==> src/rtl/tmod_monitor_pkg.sv <==
// Shared definitions for the tmod bus slave: opcodes, status codes, boolean
// constants, the monitor command FSM states and the reset-default constants.
package tmod_monitor_pkg;

  // Opcodes driven by the tmod master. Three bits leave room for codes that
  // the monitor does not recognise; those are acknowledged but have no effect.
  typedef enum logic [2:0] {
    RESET         = 3'd0,
    NOOP          = 3'd1,
    SET_FRQ       = 3'd2,
    SET_HIGH_TEMP = 3'd3
  } TMOD_OP;

  typedef enum logic [1:0] {
    TMOD_OK   = 2'd0,
    TMOD_BUSY = 2'd1,
    TMOD_ERR  = 2'd2
  } TMOD_STATUS;

  localparam logic TRUE  = 1'b1;
  localparam logic FALSE = 1'b0;

  // Command FSM of the monitor: accept, apply, acknowledge.
  typedef enum logic [1:0] {
    IDLE = 2'd0,
    EXEC = 2'd1,
    ACK  = 2'd2
  } TMOD_MON_STATE;

  // Operand / frequency register width on the tmod bus.
  localparam int TMOD_OPND_W = 8;

  // Reset defaults.
  localparam int               TMOD_DEF_PRESCALE = 1000;
  localparam logic [TMOD_OPND_W-1:0] TMOD_DEF_FRQ  = 8'd1;
  localparam logic [TMOD_OPND_W-1:0] TMOD_DEF_HIGH = 8'd80;
  localparam int               TMOD_DEF_HYST     = 2;

endpackage

==> src/rtl/tmod_sample_timer.sv <==
// Sample-rate timer: a PRESCALE-cycle prescaler feeding a period counter.
// tick fires once every freq*PRESCALE cycles; freq==0 disables it and holds
// both counters at zero. clear restarts the period and suppresses any tick
// that would have fired on the same cycle.
import tmod_monitor_pkg::*;

module tmod_sample_timer #(
  parameter int PRESCALE = TMOD_DEF_PRESCALE,
  parameter int FW       = TMOD_OPND_W
) (
  input  logic          clk,
  input  logic          reset,
  input  logic [FW-1:0] freq,
  input  logic          clear,
  output logic          tick
);

  localparam int PW = (PRESCALE > 1) ? $clog2(PRESCALE) : 1;
  localparam logic [PW-1:0] PRESC_MAX = PW'(PRESCALE - 1);

  logic [PW-1:0] presc_reg;
  logic [FW-1:0] cnt_reg;
  logic          enabled;
  logic          wrap;
  logic [FW-1:0] last_cnt;

  assign enabled  = (freq != '0);
  assign wrap     = enabled && (presc_reg == PRESC_MAX);
  assign last_cnt = freq - FW'(1);
  assign tick     = wrap && (cnt_reg == last_cnt) && !clear;

  // Prescaler and period counter; the period counter advances on each wrap.
  always_ff @(posedge clk or negedge reset) begin
    if (!reset) begin
      presc_reg <= '0;
      cnt_reg   <= '0;
    end else if (clear || !enabled) begin
      presc_reg <= '0;
      cnt_reg   <= '0;
    end else if (wrap) begin
      presc_reg <= '0;
      if (cnt_reg == last_cnt) begin
        cnt_reg <= '0;
      end else begin
        cnt_reg <= cnt_reg + FW'(1);
      end
    end else begin
      presc_reg <= presc_reg + PW'(1);
    end
  end

endmodule

==> src/rtl/tmod_monitor.sv <==
// tmod bus slave: accepts configuration ops through an op/ready/valid
// handshake (IDLE -> EXEC -> ACK), samples temp_in at the programmed rate
// and raises alarm when the captured sample exceeds the high threshold.
// Build option: TMOD_ALARM_LATCH_EN makes alarm sticky once set (cleared only
// by reset or a RESET op); without it alarm clears with HYST hysteresis.
import tmod_monitor_pkg::*;

module tmod_monitor #(
  parameter int                     TW       = 8,
  parameter int                     PRESCALE = TMOD_DEF_PRESCALE,
  parameter logic [TMOD_OPND_W-1:0] DEF_FRQ  = TMOD_DEF_FRQ,
  parameter logic [TMOD_OPND_W-1:0] DEF_HIGH = TMOD_DEF_HIGH,
  parameter int                     HYST     = TMOD_DEF_HYST
) (
  input  logic                   clk,
  input  logic                   reset,
  input  logic [2:0]             op,
  input  logic [TMOD_OPND_W-1:0] opnd,
  output logic                   ready,
  output logic                   valid,
  input  logic [TW-1:0]          temp_in,
  output logic [TW-1:0]          temp_q,
  output logic                   sample_stb,
  output logic                   alarm
);

  localparam logic [TW:0] HYST_W = (TW + 1)'(HYST);

  TMOD_MON_STATE state_reg, state_next;
  logic          accept;

  TMOD_OP                   op_reg;
  logic [TMOD_OPND_W-1:0]   opnd_reg;
  logic [TMOD_OPND_W-1:0]   freq_reg;
  logic [TW-1:0]            high_reg;
  logic [TW-1:0]            temp_q_reg;
  logic                     stb_reg;
  logic                     alarm_reg;

  logic exec;
  logic do_frq;
  logic do_high;
  logic do_rst;
  logic tick;
  logic over;
  logic under;

  assign exec    = (state_reg == EXEC);
  assign do_frq  = exec && (op_reg == SET_FRQ);
  assign do_high = exec && (op_reg == SET_HIGH_TEMP);
  assign do_rst  = exec && (op_reg == RESET);

  assign ready      = (state_reg == IDLE);
  assign valid      = (state_reg == ACK);
  assign temp_q     = temp_q_reg;
  assign sample_stb = stb_reg;
  assign alarm      = alarm_reg;

  // Over-threshold and hysteresis-clear tests, done one bit wider so the sum cannot wrap.
  assign over  = (temp_q_reg > high_reg);
  assign under = (({1'b0, temp_q_reg} + HYST_W) <= {1'b0, high_reg});

  // SET_FRQ and RESET restart the sampling period; a tick on that cycle is lost.
  tmod_sample_timer #(
    .PRESCALE (PRESCALE),
    .FW       (TMOD_OPND_W)
  ) u_timer (
    .clk   (clk),
    .reset (reset),
    .freq  (freq_reg),
    .clear (do_frq || do_rst),
    .tick  (tick)
  );

  // Command FSM state register.
  always_ff @(posedge clk or negedge reset) begin
    if (!reset) begin
      state_reg <= IDLE;
    end else begin
      state_reg <= state_next;
    end
  end

  // Command FSM next state: any non-NOOP op seen while idle starts a command.
  always_comb begin
    state_next = state_reg;
    accept     = FALSE;
    case (state_reg)
      IDLE: begin
        if (op != NOOP) begin
          state_next = EXEC;
          accept     = TRUE;
        end
      end
      EXEC:    state_next = ACK;
      ACK:     state_next = IDLE;
      default: state_next = IDLE;
    endcase
  end

  // Latch the op so master-side changes during EXEC/ACK are ignored.
  always_ff @(posedge clk or negedge reset) begin
    if (!reset) begin
      op_reg   <= NOOP;
      opnd_reg <= '0;
    end else if (accept) begin
      op_reg   <= TMOD_OP'(op);
      opnd_reg <= opnd;
    end
  end

  // Configuration registers, written only in EXEC.
  always_ff @(posedge clk or negedge reset) begin
    if (!reset) begin
      freq_reg <= DEF_FRQ;
      high_reg <= TW'(DEF_HIGH);
    end else if (do_rst) begin
      freq_reg <= DEF_FRQ;
      high_reg <= TW'(DEF_HIGH);
    end else if (do_frq) begin
      freq_reg <= opnd_reg;
    end else if (do_high) begin
      high_reg <= TW'(opnd_reg);
    end
  end

  // Capture temp_in on each tick and strobe sample_stb alongside the new value.
  always_ff @(posedge clk or negedge reset) begin
    if (!reset) begin
      temp_q_reg <= '0;
      stb_reg    <= 1'b0;
    end else if (do_rst) begin
      temp_q_reg <= '0;
      stb_reg    <= 1'b0;
    end else if (tick) begin
      temp_q_reg <= temp_in;
      stb_reg    <= 1'b1;
    end else begin
      stb_reg    <= 1'b0;
    end
  end

  // Re-evaluate alarm from the fresh sample on the cycle after sample_stb.
  always_ff @(posedge clk or negedge reset) begin
    if (!reset) begin
      alarm_reg <= 1'b0;
    end else if (do_rst) begin
      alarm_reg <= 1'b0;
    end else if (stb_reg) begin
`ifdef TMOD_ALARM_LATCH_EN
      if (over) begin
        alarm_reg <= 1'b1;
      end
`else
      if (over) begin
        alarm_reg <= 1'b1;
      end else if (under) begin
        alarm_reg <= 1'b0;
      end
`endif
    end
  end

`ifdef TMOD_ALARM_LATCH_EN
  // Sticky alarm never uses the hysteresis clear.
  logic unused_under;
  assign unused_under = under;
`endif

endmodule

==> config.mk <==
export PLATFORM = sky130hd
export DESIGN_NAME = tmod_monitor
export DESIGN_NICKNAME = d
export VERILOG_FILES = /design/src/rtl/tmod_monitor_pkg.sv /design/src/rtl/tmod_sample_timer.sv /design/src/rtl/tmod_monitor.sv
export SDC_FILE = /design/constraint.sdc
export NUM_CORES = 1
export LEC_CHECK = 0
export BUFFER_PORTS_ARGS = -buffer_cell sky130_fd_sc_hd__buf_2
export CAP_MARGIN = 20
export CORE_AREA = 4 4 90 92
export CTS_CLUSTER_DIAMETER = 120
export DETAILED_ROUTE_END_ITERATION = 12
export DIE_AREA = 0 0 94 96
export GPL_TIMING_DRIVEN = 0
export PLACE_DENSITY = 0.62
export SYNTH_ARGS = -nofsm -noshare
export SYNTH_HDL_FRONTEND = slang
export SYNTH_SLANG_ARGS = --single-unit
==> constraint.sdc <==
create_clock -name clk -period 3.9 [get_ports clk]
set_clock_uncertainty 0.15 [all_clocks]
set_input_delay 0.195 -clock clk [delete_from_list [all_inputs] [get_ports clk]]
set_output_delay 0.195 -clock clk [all_outputs]
set_load 0.03 [all_outputs]
---- After elaboration in Yosys (flattened, before gate mapping) ----
Index checks and enable logic that the tools add are counted.
operators by class
  add/sub/neg operators ................... 4
  order comparisons ....................... 2
  equality and inequality tests ........... 9
  mux-type cells .......................... 22
  reductions and logical operators ........ 21
operators with widths
  kind                                                                    number
  8-bit 2-to-1 mux                                                        10
  10-bit 2-to-1 mux                                                       2
  10-bit by 1-bit adder with 10-bit output (second input constant)        1
  10-bit equality test (second input constant)                            1
  2-bit nonzero test                                                      5
  8-bit by 2-bit adder with 9-bit output (second input constant)          1
  9-bit by 8-bit less-or-equal comparator with 1-bit output               1
  8-bit by 1-bit adder with 8-bit output (second input constant)          1
  8-bit equality test                                                     1
  8-bit > comparator                                                      1
  1-bit 2-to-1 mux                                                        8
  8-bit nonzero test                                                      1
  8-bit by 1-bit subtractor with 8-bit output (second input constant)     1
  3-bit by 2-bit equality test with 1-bit output (second input constant)  2
  1-bit logical AND                                                       6
  2-bit by 1-bit != test with 1-bit output (second input constant)        2
  2-bit case mux with 2 select lines                                      1
  2-bit AND reduction                                                     2
  3-bit logical NOT                                                       1
  3-bit by 1-bit != test with 1-bit output (second input constant)        1
  3-bit nonzero test                                                      1
  2-bit by 1-bit equality test with 1-bit output (second input constant)  1
  2-bit equality test (second input constant)                             1
  1-bit logical NOT                                                       2
  other kinds (3)                                                         4
storage, ports and cells
  flip-flop bits (word level) ............. 57
  input bits .............................. 21
  output and inout bits ................... 12
  word-level logic and storage cells ...... 68

---- Logic depth before layout (Yosys ltp) ----
Gate-level depths: netlist (run 1).
  depth after elaboration ................. 7
  depth in mapped cells ................... 10

---- Modules after synthesis ----
A second synthesis (run 1) with hierarchy kept.
unflattened totals
  cell total of the unflattened synthesis .. 309
  area total of the unflattened synthesis .. 3166.8 µm²
modules (own cells, without submodules)
  module             times used  cells an instance  area an instance (µm²)  seq. area each (µm²)
  tmod_monitor       1           187                2008.2                  980.9
  tmod_sample_timer  1           122                1158.6                  450.4

---- Worst setup path before layout (run 1) ----
No wires, ideal clock.
  kind .................................... register to register
  start point ............................. register temp_q_reg[1], in the netlist temp_q[1]
  end point ............................... register alarm_reg, in the netlist alarm
  library setup time ...................... 0.122 ns
  data arrival time ....................... 2.191 ns
  path slack .............................. 1.437 ns
  stages on the path, launching flop included .. 10
  buffers on the path ..................... 0
  clock period less this slack ............ 2.463 ns
  cells stage by stage .................... dfrtp_1 and3_1 nand3_1 xnor2_1 ha_1 a211oi_1 o211ai_1 a21oi_1 o221ai_1 a32o_1
on the way
  word-level cells in the longest chain between the ends .. 4
  elaborated cells between the ends (all ways) .. 8
  those cells by class .................... add/sub: 1; order compare: 2; mux: 3; reduce/logical: 2
ends and longest elaborated chain
  what                                                                                                  RTL line                                 RTL
  start: declaration                                                                                    tmod_monitor.sv:36                       logic [TW-1:0] temp_q_reg;
  start signal: assignment                                                                              tmod_monitor.sv:136                      temp_q_reg <= temp_in;
  8-bit by 2-bit adder with 9-bit output / 8-bit > comparator (equally long branches)                   tmod_monitor.sv:61, tmod_monitor.sv:60
  9-bit by 8-bit less-or-equal comparator with 1-bit output / 1-bit 2-to-1 mux (equally long branches)  tmod_monitor.sv:61, tmod_monitor.sv:155
  3-bit nonzero test (no line) / 1-bit 2-to-1 mux (equally long branches)                               n/a
  2-bit AND reduction (no line) / 1-bit 2-to-1 mux (equally long branches)                              n/a
  end signal: assignment                                                                                tmod_monitor.sv:146                      alarm_reg <= 1'b0;
  end signal: assignment                                                                                tmod_monitor.sv:148                      alarm_reg <= 1'b0;
  end signal: assignment                                                                                tmod_monitor.sv:156                      alarm_reg <= 1'b1;
  end: declaration                                                                                      tmod_monitor.sv:38                       logic alarm_reg;
Parallel ways exist; a longest one is shown, timed or not. The select of a mux whose other input is x is not followed.
A chain may end at the register's enable or synchronous reset.

---- Worst setup path after layout (run 1) ----
Same ends and word-level chain as after synthesis.

==> flow_summary_export.csv, run 1 <==
group,metric,value,unit
clock_network,holdBufCountCts,20,
sta,fmax,402,MHz
clock_network,clk_latency,0.35,ns
synthesis,ys_ff_latch,57,
global_route,grt_pass1_wl,11900,um
drt,dr.first_iter.drc_count,67,
pwr,seqPwrFrac,0.365,
worst_setup_path,critical-path-top-delay-family,"compound AO/OA/AOI/OAI gates",
worst_setup_path,path_buf_inv,0,
worst_setup_path,r2r-end,"alarm",
clock_network,cts_sinks,57,
cells_and_area,largest_register_ff_count,10,
clock_network,cts_inserted_buffers,9,
worst_setup_path,cp_slowest_cell,"dfrtp_1",
cells_and_area,drive_above_1_share,0.188,
worst_setup_path,reg2reg_depth,9,
pwr,p_sw_frac,0.402,
place,dp_hpwl,4890,um
sta,setup_violations,0,
sta,setup_slack,1.41,ns
clock_network,clkTransAtPathRegs,0.07,ns
place,pre_cts_ws,1.40,ns
cells_and_area,fin_nets,429,
synthesis,synth_cell_types,51,
cells_and_area,syn2layout_area_growth,21.6,%
worst_setup_path,cp.required,3.98,ns
synthesis,synth.most_common_cell,"dfrtp_1",
synthesis,synthArstFlopShare,1.00,
synthesis,synthFlopType,"dfrtp_1",
cells_and_area,antenna_cells,0,
worst_setup_path,path_cells,"and3_1 > nand3_1 > xnor2_1 > ha_1 > a211oi_1 > o211ai_1 > a21oi_1 > o221ai_1 > a32o_1",
synthesis,synth_cells,324,
synthesis,ys_seq_area_frac,0.443,
worst_setup_path,worst_ep_arrival_time,2.57,ns
drt,routed_wl,6720,um
clock_network,cts_tree,"done",
sta,rsz0062_at_grt,"false",
pwr,clkPwrFrac,0.210,
sta,fin_setup_tns,0,ns
synthesis,synth_area,3230,sq um
cells_and_area,n_fill_cell,670,
sta,fin_crit,2.49,ns
drt,final_antenna_net_count,0,
synthesis,synthTopCellsByCount,"53 x dfrtp_1, 44 x nand2_1, 22 x inv_1, 21 x o21ai_0, 20 x ha_1",
drt,viasPerCell,5.07,
synthesis,synth_top_area_cell,"dfrtp_1",
cells_and_area,utilization,0.545,
floorplan,ios,33,
sta,slew_headroom,0.642,
clock_network,clockRootBuffer,"clkbuf_8",
clock_network,cts-htree-levels,3,
synthesis,syn_nets,365,
place,gp_congestion,0.786,
floorplan,die_x,94,um
synthesis,ys_top_cells_by_area,"dfrtp_1 41%, ha_1 7.7%, nand2_1 5.1%",
pwr,power_density,666,nW/um^2
sta,finalMaxSlewViolations,0,
hold_path,worst_hold_path_type,"input port to asynchronous set/reset pin",
global_route,track_usage,0.171,
global_route,antenna_found_initial,0,
clock_network,cts_buffer_depth,2,
drt,num_vias,2493,
sta,hold_viol,0,
flow_run,max_cap_viol_count,0,
synthesis,ys_warn_count,0,
drt,drcViolationCount,0,
global_route,grt_pass1_vias,2457,
sta,period_share,0.637,
pwr,p_leak,1.95,nW
synthesis,synth_top_area_frac,0.410,
floorplan,core,7210,sq um
drt,dr.pass1.iters,4,
floorplan,die_height,96,um
clock_network,postCtsSetupBuffers,0,
worst_setup_path,reg2reg_from,"temp_q[1]",
global_route,grt_overflow,0,
floorplan,initial_utilization,0.448,
place,portBuffers,32,
pwr,irDropWorstVdd,0.347,mV
drt,wire_per_inst,13.7,um
worst_setup_path,crit_fanout,7,
outcome,outcome,"complete, no violations",
synthesis,postSynthAreaPerCell,9.98,sq um
pwr,p_sw,1.05,mW
floorplan,placementRows,31,
worst_setup_path,path_class,"flip-flop to flip-flop",
worst_setup_path,start_kind,"flip-flop",
worst_setup_path,crit_path_max_incr_delay,0.46,ns
sta,tightest_slew,0.537,ns
synthesis,synth_edf_count,0,
global_route,grt_max_degree,38,
worst_setup_path,rrSetupSlack,1.41,ns
clock_network,cts_resized,0,
pwr,combPwrFrac,0.425,
pwr,power.internal,1.57,mW
worst_setup_path,crit_path_end_kind,"flip-flop",
floorplan,die-area,9020,sq um
## layer usage
layer  vias to the layer above  track usage  part of all wire  wire length, um
met2                        29        0.267              0.48             3230
li1                       1261            -                 -                -
met3                        14       0.0328             0.024              164
met5                         -            0                 0                0
met4                         0       0.0758             0.020              132
met1                      1189        0.231              0.47             3190
## cells by family after synthesis
group | share of synthesized area
XOR/XNOR | 0.0731
buffers and inverters | 0.0437
adder cells (fa/ha/maj) | 0.0774
flip-flops | 0.443
AND/OR/NAND/NOR | 0.185
AO/OA/AOI/OAI | 0.119
multiplexers | 0.0596
## power by group through the flow
stage / registers, mW / logic, mW / clock network, mW
floorplan: 0.964 / 0.820 / 0
global placement: 0.960 / 1.08 / 0
detailed placement: 0.964 / 1.11 / 0
CTS: 0.954 / 1.13 / 0.564
global route: 0.983 / 1.27 / 0.593
finish: 0.955 / 1.11 / 0.549
## layout make-up
class | instances | area [sq um] | share of cell area
multi-input combinational | 232 | 1660 | 0.422
sequential | 57 | 1430 | 0.364
timing repair buffer | 53 | 380 | 0.0967
clock buffer | 9 | 124 | 0.0315
tap | 99 | 124 | 0.0315
inverter | 22 | 82.6 | 0.0210
clock inverter | 7 | 71.3 | 0.0181
buffer | 13 | 58.8 | 0.0150
## worst reg2reg max path: stages, from the launching register on
cell and delay [ns]:
dfrtp_1 0.46, and3_1 0.19, nand3_1 0.13, xnor2_1 0.16
ha_1 0.31, a211oi_1 0.31, o211ai_1 0.13, a21oi_1 0.15
o221ai_1 0.13, a32o_1 0.27
## worst max-delay path by stage
stage / startpoint / endpoint / slack [ns] / cells after the start
global placement: temp_q[5] / alarm / 1.42 / 9
floorplan: temp_q[1] / alarm / 1.44 / 9
finish: temp_q[1] / alarm / 1.41 / 9
detailed placement: temp_q[1] / alarm / 1.40 / 9
global route: temp_q[1] / alarm / 1.19 / 10
CTS: temp_q[1] / alarm / 1.39 / 9
## placed cells by master (no fill, tap or decap), types with 3 or more instances in the layout
master / Yosys / routed
buf_2: 2 / 34
clkbuf_1: 8 / 8
nand2_1: 44 / 44
dfstp_2: 4 / 4
mux2i_1: 8 / 8
xor2_1: 18 / 18
dlygate4sd3_1: 0 / 20
nor3_1: 4 / 4
nand3_1: 14 / 14
nor3_2: 3 / 3
o2111ai_1: 4 / 4
ha_1: 20 / 20
and3_1: 6 / 6
o211ai_1: 3 / 3
nor2b_1: 4 / 4
nand4_1: 3 / 3
a32o_1: 3 / 3
xnor2_1: 9 / 9
o21ai_0: 21 / 21
a21o_1: 4 / 4
nor2_1: 13 / 13
a21oi_1: 8 / 8
clkbuf_8: 0 / 9
nand2b_1: 3 / 3
clkinvlp_4: 0 / 3
mux2_2: 10 / 10
dfrtp_1: 53 / 53
and4_1: 3 / 3
inv_1: 22 / 22
## metrics by stage
step / power, mW / instance area [sq um] / std cells / hold slack (ns)
after global placement: 2.04 / 3520 / 455 / 0.276
after global routing: 2.85 / 3930 / 492 / 0.253
after CTS: 2.65 / 3930 / 492 / 0.225
after detailed placement: 2.07 / 3540 / 456 / 0.0631
after floorplan: 1.78 / 3230 / 324 / -0.251
final: 2.62 / 3930 / 492 / 0.214
(Power assumes the default switching activity.)
==> run 2, diff against run 1 <==
--- a/config.mk
+++ b/config.mk
@@ -5,14 +5,15 @@
 export SDC_FILE = /design/constraint.sdc
 export NUM_CORES = 1
 export LEC_CHECK = 0
+export ABC_AREA = 1
 export BUFFER_PORTS_ARGS = -buffer_cell sky130_fd_sc_hd__buf_2
 export CAP_MARGIN = 20
-export CORE_AREA = 4 4 90 92
+export CORE_AREA = 4 4 91 93
 export CTS_CLUSTER_DIAMETER = 120
 export DETAILED_ROUTE_END_ITERATION = 12
-export DIE_AREA = 0 0 94 96
+export DIE_AREA = 0 0 95 97
 export GPL_TIMING_DRIVEN = 0
-export PLACE_DENSITY = 0.62
+export PLACE_DENSITY = 0.64
 export SYNTH_ARGS = -nofsm -noshare
 export SYNTH_HDL_FRONTEND = slang
 export SYNTH_SLANG_ARGS = --single-unit
==> constraint.sdc (replaced) <==
create_clock -name clk -period 2 [get_ports clk]
set_clock_uncertainty 0.15 [all_clocks]
set_input_delay 0.1 -clock clk [delete_from_list [all_inputs] [get_ports clk]]
set_output_delay 0.1 -clock clk [all_outputs]
set_load 0.03 [all_outputs]
==> run 2 against run 1 <==
  * The run now ends with negative setup slack left
  * Hold slack worse by 0.14 ns
  * Power up 140%
  * Die area up 2.1%
  * Largest cell class unchanged
  * Worst setup slack worse by 1.6 ns
  * Synthesized cell count up 28%
==> flow_summary_export.csv, run 2 <==
group,metric,value,unit
outcome,outcome,"complete, but fails checks",
outcome,violations,"negative setup slack",
synthesis,synthXorXnorAreaFrac,0.0528,
cells_and_area,utilization,0.567,
worst_setup_path,r2r-end,"alarm",
global_route,grt_pass1_wl,13200,um
worst_setup_path,worst_ep_arrival_time,2.26,ns
synthesis,synth_cell_types,39,
synthesis,synth_simple_gate_area_frac,0.247,
clock_network,clockRootBuffer,"clkbuf_8",
clock_network,clkTransAtPathRegs,0.07,ns
drt,routed_wl,7970,um
sta,rsz0062_at_grt,"true",
global_route,grt_overflow,0,
sta,slew_headroom,0.676,
worst_setup_path,cp_common_cell,"nand2_1",
sta,fmax,462,MHz
drt,dr.pass1.iters,4,
sta,fin_crit,2.16,ns
global_route,grt_pass1_vias,2880,
synthesis,ys_seq_area_frac,0.431,
synthesis,synth_top_family_by_area,"simple AND/OR/NAND/NOR gates",
synthesis,synthTopCellsByCount,"97 x nand2_1, 64 x inv_1, 53 x dfrtp_1, 33 x o21ai_0, 30 x nor2_1",
synthesis,synthAdderAreaFrac,0.0754,
floorplan,placementRows,32,
sta,setup_violations,10,
drt,wire_per_inst,13.4,um
synthesis,synthFlopType,"dfrtp_1",
cells_and_area,antenna_cells,0,
place,dp_hpwl,5330,um
pwr,power_density,1480,nW/um^2
pwr,combPwrFrac,0.514,
floorplan,initial_utilization,0.441,
drt,dr.first_iter.drc_count,124,
clock_network,cts_inserted_buffers,9,
sta,tightest_slew,0.486,ns
flow_run,max_cap_viol_count,0,
sta,hold_viol,0,
clock_network,cts_sinks,57,
floorplan,die-area,9220,sq um
cells_and_area,syn2layout_area_growth,28.5,%
synthesis,synth_compound_gate_area_share,0.106,
worst_setup_path,path_class,"flip-flop to flip-flop",
sta,period_share,1.08,
synthesis,synthArstFlopShare,1.00,
cells_and_area,fin_nets,530,
worst_setup_path,crit_fanout,4,
worst_setup_path,path_cells,"ha_4 > nand3_4 > nand3b_1 > xnor2_1 > ha_1 > nand2_1 > nor4_1 > nand2_1 > nand3_2 > nand2_1 > nand2_1 > nand2_1",
floorplan,ios,33,
worst_setup_path,crit_end,"alarm",
clock_network,cts_buffer_depth,2,
drt,num_vias,2902,
pwr,clkPwrFrac,0.158,
place,pre_cts_ws,-0.192,ns
worst_setup_path,reg2reg_from,"temp_q[2]",
synthesis,ys_warn_count,0,
synthesis,ys_top_cells_by_area,"dfrtp_1 40%, nand2_1 11%, ha_1 7.5%",
global_route,grt_max_degree,41,
pwr,power.internal,3.33,mW
sta,whs,0.0696,ns
worst_setup_path,cp.required,2.09,ns
pwr,seqPwrFrac,0.328,
worst_setup_path,rrSetupSlack,-0.16,ns
drt,viasPerCell,4.87,
place,portBuffers,32,
global_route,antenna_found_initial,0,
pwr,p_leak,2.21,nW
cells_and_area,final_cell_mix,"86 x nand2_1, 63 x inv_1, 49 x dfrtp_1, 33 x o21ai_0, 32 x buf_2",
pwr,p_sw,2.97,mW
cells_and_area,drive_above_1_share,0.237,
synthesis,synth_top_area_cell,"dfrtp_1",
clock_network,cts-htree-levels,3,
synthesis,synth_area,3320,sq um
drt,final_antenna_net_count,0,
sta,setup_slack,-0.163,ns
synthesis,synth_cells,416,
worst_setup_path,crit_path_max_incr_delay,0.43,ns
sta,finalMaxSlewViolations,0,
synthesis,postSynthAreaPerCell,7.98,sq um
cells_and_area,largest_register_ff_count,10,
synthesis,syn_nets,457,
cells_and_area,layout_commonest_cell,"nand2_1",
drt,drcViolationCount,0,
global_route,track_usage,0.183,
worst_setup_path,crit_path_start,"temp_q[2]",
pwr,irDropWorstVdd,0.872,mV
place,gp_congestion,0.885,
synthesis,ys_ff_latch,57,
clock_network,clk_latency,0.35,ns
clock_network,cts_tree,"done",
hold_path,worst_hold_path_type,"input port to asynchronous set/reset pin",
synthesis,synth_edf_count,0,
synthesis,synth.most_common_cell,"nand2_1",
floorplan,die_height,97,um
worst_setup_path,reg2reg_depth,12,
worst_setup_path,cp_slowest_cell,"dfrtp_2",
pwr,p_sw_frac,0.472,
synthesis,synth_top_area_frac,0.400,
worst_setup_path,crit_path_end_kind,"flip-flop",
synthesis,synth_mux_area_frac,0,
floorplan,core,7530,sq um
floorplan,die_x,95,um
worst_setup_path,start_kind,"flip-flop",
run 2: final cells by class:
class,count,area [sq um]
well taps,102,128
fillers,695,3260
repair buffers,61,440
plain buffers,4,20.0
inverters,71,274
multi-input cells,285,1790
clock buffers,11,151
clock inverters,5,30.0
flip-flops and latches,57,1440
run 2: cell families (layout without fill, tap and decap cells):
| logic type | after synthesis | count (layout) |
|---|---|---|
| AND/OR/NAND/NOR | 180 | 181 |
| buffers and inverters | 75 | 152 |
| adder cells (fa/ha/maj) | 20 | 20 |
| flip-flops | 57 | 57 |
| XOR/XNOR | 20 | 20 |
| AO/OA/AOI/OAI | 64 | 64 |
run 2: repair_timing:
item                                    CTS  global route
hold buffers                             20             0
endpoints found under the setup margin   18            20
cloned                                    1             0
hold endpoints to repair                 72             0
resized for setup                        15            20
setup buffers                             4             4
pin swaps                                 4             4
run 2: stage by stage:
stage          TNS, ns  cells  cell area, sq um  total power [mW]
4_1_cts         -0.307    592              4150              6.11
6_report        -0.736    596              4270              6.30
3_5_place_dp     -2.10    551              3660              4.90
3_3_place_gp     -1.59    550              3640              4.82
5_1_grt          -1.91    596              4270              6.84
2_1_floorplan   -0.160    416              3360              4.15
run 2: critical path: cells and delay by family (launching register included):
kind,cells,cell delay [ns]
and+or+nand+nor,9,0.83
adders and majority gates,2,0.50
DFF,1,0.43
xor gates and xnor gates,1,0.16
run 2: worst min path at each step:
| stage | end | depth (start not counted) | start |
|---|---|---|---|
| floorplan | alarm | 0 | reset |
| global placement | temp_q[4] | 3 | temp_in[4] |
| detailed placement | u_timer.presc_reg[2] | 1 | reset |
| CTS | temp_q[5] | 2 | reset |
| global route | u_timer.presc_reg[8] | 2 | reset |
| finish | u_timer.presc_reg[8] | 2 | reset |
run 2: routing by layer:
layer  up-vias  global-route usage  wire (um)
met5         -                   0          0
met4         0              0.0466        104
met3        12              0.0428        228
met2        38               0.309       4110
met1      1377               0.233       3520
li1       1475                   -          -
run 2: power groups by stage:
stage | clock network [mW] | logic, mW | registers, mW
finish | 0.995 | 3.24 | 2.07
global placement | 0 | 2.75 | 2.07
CTS | 1.00 | 3.05 | 2.06
floorplan | 0 | 1.99 | 2.15
detailed placement | 0 | 2.82 | 2.08
global route | 1.06 | 3.65 | 2.13
